[src/rtl/cache_refill_ctrl.sv]
// Single-outstanding cache refill controller: accepts one miss, picks a victim way,
// fetches the block from memory and writes it into the addressed set for one cycle.
module cache_refill_ctrl #(
  parameter int TAG_W    = 24,
  parameter int SET_BITS = 3
) (
  input  logic                      clk,
  input  logic                      reset,
  input  logic                      miss_valid,
  output logic                      miss_ready,
  input  logic [TAG_W-1:0]          miss_tag,
  input  logic [SET_BITS-1:0]       miss_set,
  input  logic [7:0]                way_valid,
  output logic                      mem_req_valid,
  input  logic                      mem_req_ready,
  output logic [TAG_W+SET_BITS-1:0] mem_req_addr,
  input  logic                      mem_rsp_valid,
  input  logic [255:0]              mem_rsp_data,
  output logic [SET_BITS-1:0]       wr_set,
  output logic [7:0]                regWrite,
  output logic [7:0]                decOut1b,
  output logic [7:0]                inp_viv,
  output logic [TAG_W-1:0]          in_tag,
  output logic [255:0]              inputData,
  output logic                      done,
  output logic [2:0]                done_way,
  output logic                      busy,
  output logic [2:0]                fsm_state
);

  // Handshakes: a miss transfers on a rising edge where miss_valid && miss_ready;
  // the memory request transfers where mem_req_valid && mem_req_ready, and
  // mem_req_valid/mem_req_addr stay stable until then. The response has no ready
  // and is only consumed in S_WAIT.

  localparam int NUM_SETS = 1 << SET_BITS;

  typedef enum logic [2:0] {
    S_IDLE = 3'd0,
    S_REQ  = 3'd1,
    S_WAIT = 3'd2,
    S_FILL = 3'd3,
    S_DONE = 3'd4
  } state_t;

  state_t              state;
  logic [2:0]          rr_ptr [NUM_SETS];
  logic [TAG_W-1:0]    lat_tag;
  logic [SET_BITS-1:0] lat_set;
  logic [2:0]          victim;
  logic                victim_from_ptr;

  logic [2:0] first_free;
  logic       any_free;
  logic [2:0] victim_sel;

  // Lowest-index invalid way wins; round-robin only when the set is full.
  always_comb begin
    first_free = 3'd0;
    any_free   = 1'b0;
    for (int i = 7; i >= 0; i--) begin
      if (!way_valid[i]) begin
        first_free = 3'(i);
        any_free   = 1'b1;
      end
    end
    victim_sel = any_free ? first_free : rr_ptr[miss_set];
  end

  assign decOut1b  = regWrite;
  assign fsm_state = state;

  always_ff @(posedge clk) begin
    if (reset) begin
      state           <= S_IDLE;
      miss_ready      <= 1'b1;
      busy            <= 1'b0;
      mem_req_valid   <= 1'b0;
      mem_req_addr    <= '0;
      regWrite        <= 8'h00;
      inp_viv         <= 8'h00;
      in_tag          <= '0;
      wr_set          <= '0;
      inputData       <= '0;
      done            <= 1'b0;
      done_way        <= 3'd0;
      lat_tag         <= '0;
      lat_set         <= '0;
      victim          <= 3'd0;
      victim_from_ptr <= 1'b0;
      for (int s = 0; s < NUM_SETS; s++) rr_ptr[s] <= 3'd0;
    end else begin
      case (state)
        S_IDLE: begin
          if (miss_valid) begin
            lat_tag         <= miss_tag;
            lat_set         <= miss_set;
            victim          <= victim_sel;
            victim_from_ptr <= !any_free;
            mem_req_addr    <= {miss_tag, miss_set};
            mem_req_valid   <= 1'b1;
            miss_ready      <= 1'b0;
            busy            <= 1'b1;
            state           <= S_REQ;
          end
        end
        S_REQ: begin
          if (mem_req_ready) begin
            mem_req_valid <= 1'b0;
            state         <= S_WAIT;
          end
        end
        S_WAIT: begin
          if (mem_rsp_valid) begin
            inputData <= mem_rsp_data;
            regWrite  <= 8'b1 << victim;
            inp_viv   <= 8'b1 << victim;
            in_tag    <= lat_tag;
            wr_set    <= lat_set;
            state     <= S_FILL;
          end
        end
        S_FILL: begin
          regWrite <= 8'h00;
          inp_viv  <= 8'h00;
          if (victim_from_ptr) rr_ptr[lat_set] <= rr_ptr[lat_set] + 3'd1;
          done     <= 1'b1;
          done_way <= victim;
          state    <= S_DONE;
        end
        S_DONE: begin
          done       <= 1'b0;
          busy       <= 1'b0;
          miss_ready <= 1'b1;
          state      <= S_IDLE;
        end
        default: begin
          state         <= S_IDLE;
          miss_ready    <= 1'b1;
          busy          <= 1'b0;
          mem_req_valid <= 1'b0;
          regWrite      <= 8'h00;
          inp_viv       <= 8'h00;
          done          <= 1'b0;
        end
      endcase
    end
  end

endmodule

[config.mk]
export PLATFORM = sky130hd
export DESIGN_NAME = cache_refill_ctrl
export DESIGN_NICKNAME = d
export VERILOG_FILES = /design/src/rtl/cache_refill_ctrl.sv
export SDC_FILE = /design/constraint.sdc
export NUM_CORES = 1
export LEC_CHECK = 0
export CORE_AREA = 3 3 251 253
export DETAILED_ROUTE_END_ITERATION = 8
export DIE_AREA = 0 0 254 256
export GPL_TIMING_DRIVEN = 0
export PLACE_DENSITY_LB_ADDON = 0.12
export SYNTH_ARGS = -nofsm -noshare
export SYNTH_HDL_FRONTEND = slang
export SYNTH_SLANG_ARGS = --single-unit
[constraint.sdc]
create_clock -name clk -period 4.37 [get_ports clk]
set_clock_uncertainty 0.2 [all_clocks]
set_input_delay 0.874 -clock clk [delete_from_list [all_inputs] [get_ports clk]]
set_output_delay 0.874 -clock clk [all_outputs]
set_load 0.005 [all_outputs]
==> impl_metrics.json <==
{
  "antenna_found_initial": 10,
  "drt-wirelength-per-cell_um": 19.1,
  "clock_latency_ps": 560,
  "cp.arrival_ps": 3290,
  "synth_cells": 1578,
  "syn-cell-area_um2": 13100,
  "dp_hpwl_um": 46300,
  "io_buffer_count": 636,
  "fp-row-count": 91,
  "yosysSeqAreaShare": 0.567,
  "numCtsBuffers": 45,
  "crit_path_end_kind": "register",
  "fmax_ghz": 0.333,
  "avgSynthCellArea_um2": 8.30,
  "clockBufferDepth": 3,
  "switching_share": 0.236,
  "drv_slew": 0,
  "regArea_um2": 7430,
  "via_per_inst": 4.25,
  "finalSetupViolCount": 0,
  "worstMarginPinSlew_ps": 1020,
  "whs_ps": 252,
  "cts_tree": "yes",
  "path_max_fanout": 10,
  "hp-class": "reg2reg",
  "seq_power_share": 0.428,
  "yosysUniqueCellTypes": 42,
  "globalRouteMet1Util": 0.194,
  "fin_crit_ps": 3000,
  "final-hold-violation-count": 0,
  "use_met3": 0.0673,
  "internal_power_mw": 6.18,
  "rr_worst_depth": 6,
  "vias": 13100,
  "ctsResizeCount": 0,
  "drv_cap": 0,
  "gp_congestion": 0.810,
  "cts.clk_slew.worst_paths_ps": 60,
  "grt_overflow": 0,
  "layout-area-overhead-vs-synth_pct": 67.9,
  "cp.required_ps": 4660,
  "synth_ff_type": "dfxtp_1",
  "status": "completed",
  "period_share": 0.687,
  "slew_headroom": 0.322,
  "crit_type": "in2reg",
  "use_met2": 0.311,
  "setup.worst_path.start_class": "primary input",
  "post-cts-setup-buffers": 0,
  "grt_setup_unrepaired": "no",
  "ys_warn_count": 0,
  "die_area_um2": 65000,
  "cellLeakagePower_nw": 7.53,
  "htree_levels": 2,
  "die_height_um": 256,
  "first_iter_violations": 634,
  "layout_commonest_cell": "nand2_1",
  "layout_common_cells": "nand2_1, clkdlybuf4s50_1, dfxtp_1",
  "cellPowerDensity_nw_per_um2": 368,
  "grt_pass1_vias": 13100,
  "ys_async_sr_fraction": 0,
  "core-area_um2": 61300,
  "pwr-share-clk": 0.467,
  "multiInputGateArea_um2": 5020,
  "cts.sinks": 359,
  "nets": 2558,
  "grt_pass1_wl_um": 85400,
  "grt_busiest_layer": "met2",
  "grt_max_degree": 13,
  "drive_gt1_frac": 0.0728,
  "crit_start": "mem_rsp_valid",
  "drtAntennaViolNets": 0,
  "n_fill_cell": 6378,
  "yosys_register_bits": 359,
  "routed_wl_um": 59000,
  "drc": 0,
  "die_w_um": 254,
  "min_path_cells": 2,
  "dr.pass1.iters": 5,
  "hold_start": "inputData[49]",
  "synth_edf_count": 24,
  "initial_core_util": 0.214,
  "pwr-share-comb": 0.105,
  "cts-root-buf": "clkbuf_16",
  "syn-num-nets": 1875,
  "pin_count": 640,
  "ir_worst_vdd_mv": 0.236,
  "tns_ps": 0,
  "hold_buffers": 0,
  "grt_usage": 0.175,
  "power.switching_mw": 1.91
}
[cell families after synthesis]
| logic type | count (synthesis) | share of synthesized area |
|---|---|---|
| buffers and inverters | 135 | 0.0502 |
| muxes | 19 | 0.0291 |
| and+or+nand+nor | 722 | 0.218 |
| xor gates and xnor gates | 1 | 0.00210 |
| AOI/OAI and AO/OA | 341 | 0.133 |
| DFF | 359 | 0.567 |
| adders and majority gates | 1 | 0.000955 |
[worst max-delay path: stages]
cell	delay, ps
clkdlybuf4s50_1	510
nand2_1	100
nor3_2	680
buf_2	470
buf_2	320
nand2_1	170
a21oi_1	140
[power groups by stage]
stage	Sequential (mW)	Clock (mW)	Combinational [mW]
3_5_place_dp	3.54	0	0.860
6_report	3.46	3.78	0.848
2_1_floorplan	3.52	0	0.281
5_1_grt	3.47	4.06	0.923
3_3_place_gp	3.53	0	0.857
4_1_cts	3.46	3.92	0.864
[sequential cells by signal, summed over array words and instances (netlist names), named ones only]
signal           cells
busy                 1
victim               3
done_way             3
inputData          256
victim_from_ptr      1
miss_ready           1
mem_req_valid        1
mem_req_addr        26
fsm_state            3
wr_set               3
rr_ptr              24
lat_tag              1
done                 1
inp_viv              8
in_tag              24
[final cells by class]
class                           instances  share of cell area
Multi-Input combinational cell       1084               0.228
Sequential cell                       359               0.338
Antenna cell                           10             0.00114
Buffer                                131              0.0292
Clock inverter                         15             0.00751
Clock buffer                           66              0.0613
Tap cell                              790              0.0449
Inverter                                4            0.000683
Timing Repair Buffer                  636               0.289
[cells in the mapped netlist, drive strengths merged (5+ instances only)]
master	count	area share
o21ai	9	0.0034
nand4	5	0.0024
nand2	641	0.18
clkbuf	50	0.014
mux2	5	0.0043
buf	81	0.035
nand2b	11	0.0053
nor2	42	0.012
mux4	12	0.022
dfxtp	335	0.51
a21oi	318	0.12
edfxtp	24	0.055
nor3	6	0.0027
[metrics by stage]
stage	util	instances	instance area, um2	power, mW	setup slack, ps
after detailed placement	0.334	3004	20500	4.39	639
after CTS	0.359	3085	22000	8.25	1250
after floorplan	-	1578	13100	3.81	1970
after global routing	0.359	3089	22000	8.45	1100
final	0.359	3095	22000	8.09	1370
after global placement	0.334	3004	20500	4.39	669
[layer usage]
layer | part of all wire | vias to the layer above
met5 | 0.00058 | -
li1 | - | 6533
met3 | 0.094 | 68
met1 | 0.38 | 6074
met4 | 0.020 | 4
met2 | 0.50 | 460
[final timing paths]
path,end,slack (ps)
worst max-delay path,inputData[237],1370
worst min-delay path,inputData[49],250
worst max register to register,rr_ptr[6][2],1710
worst min register to register,inputData[49],250
Power figures use the tool's default switching activity.
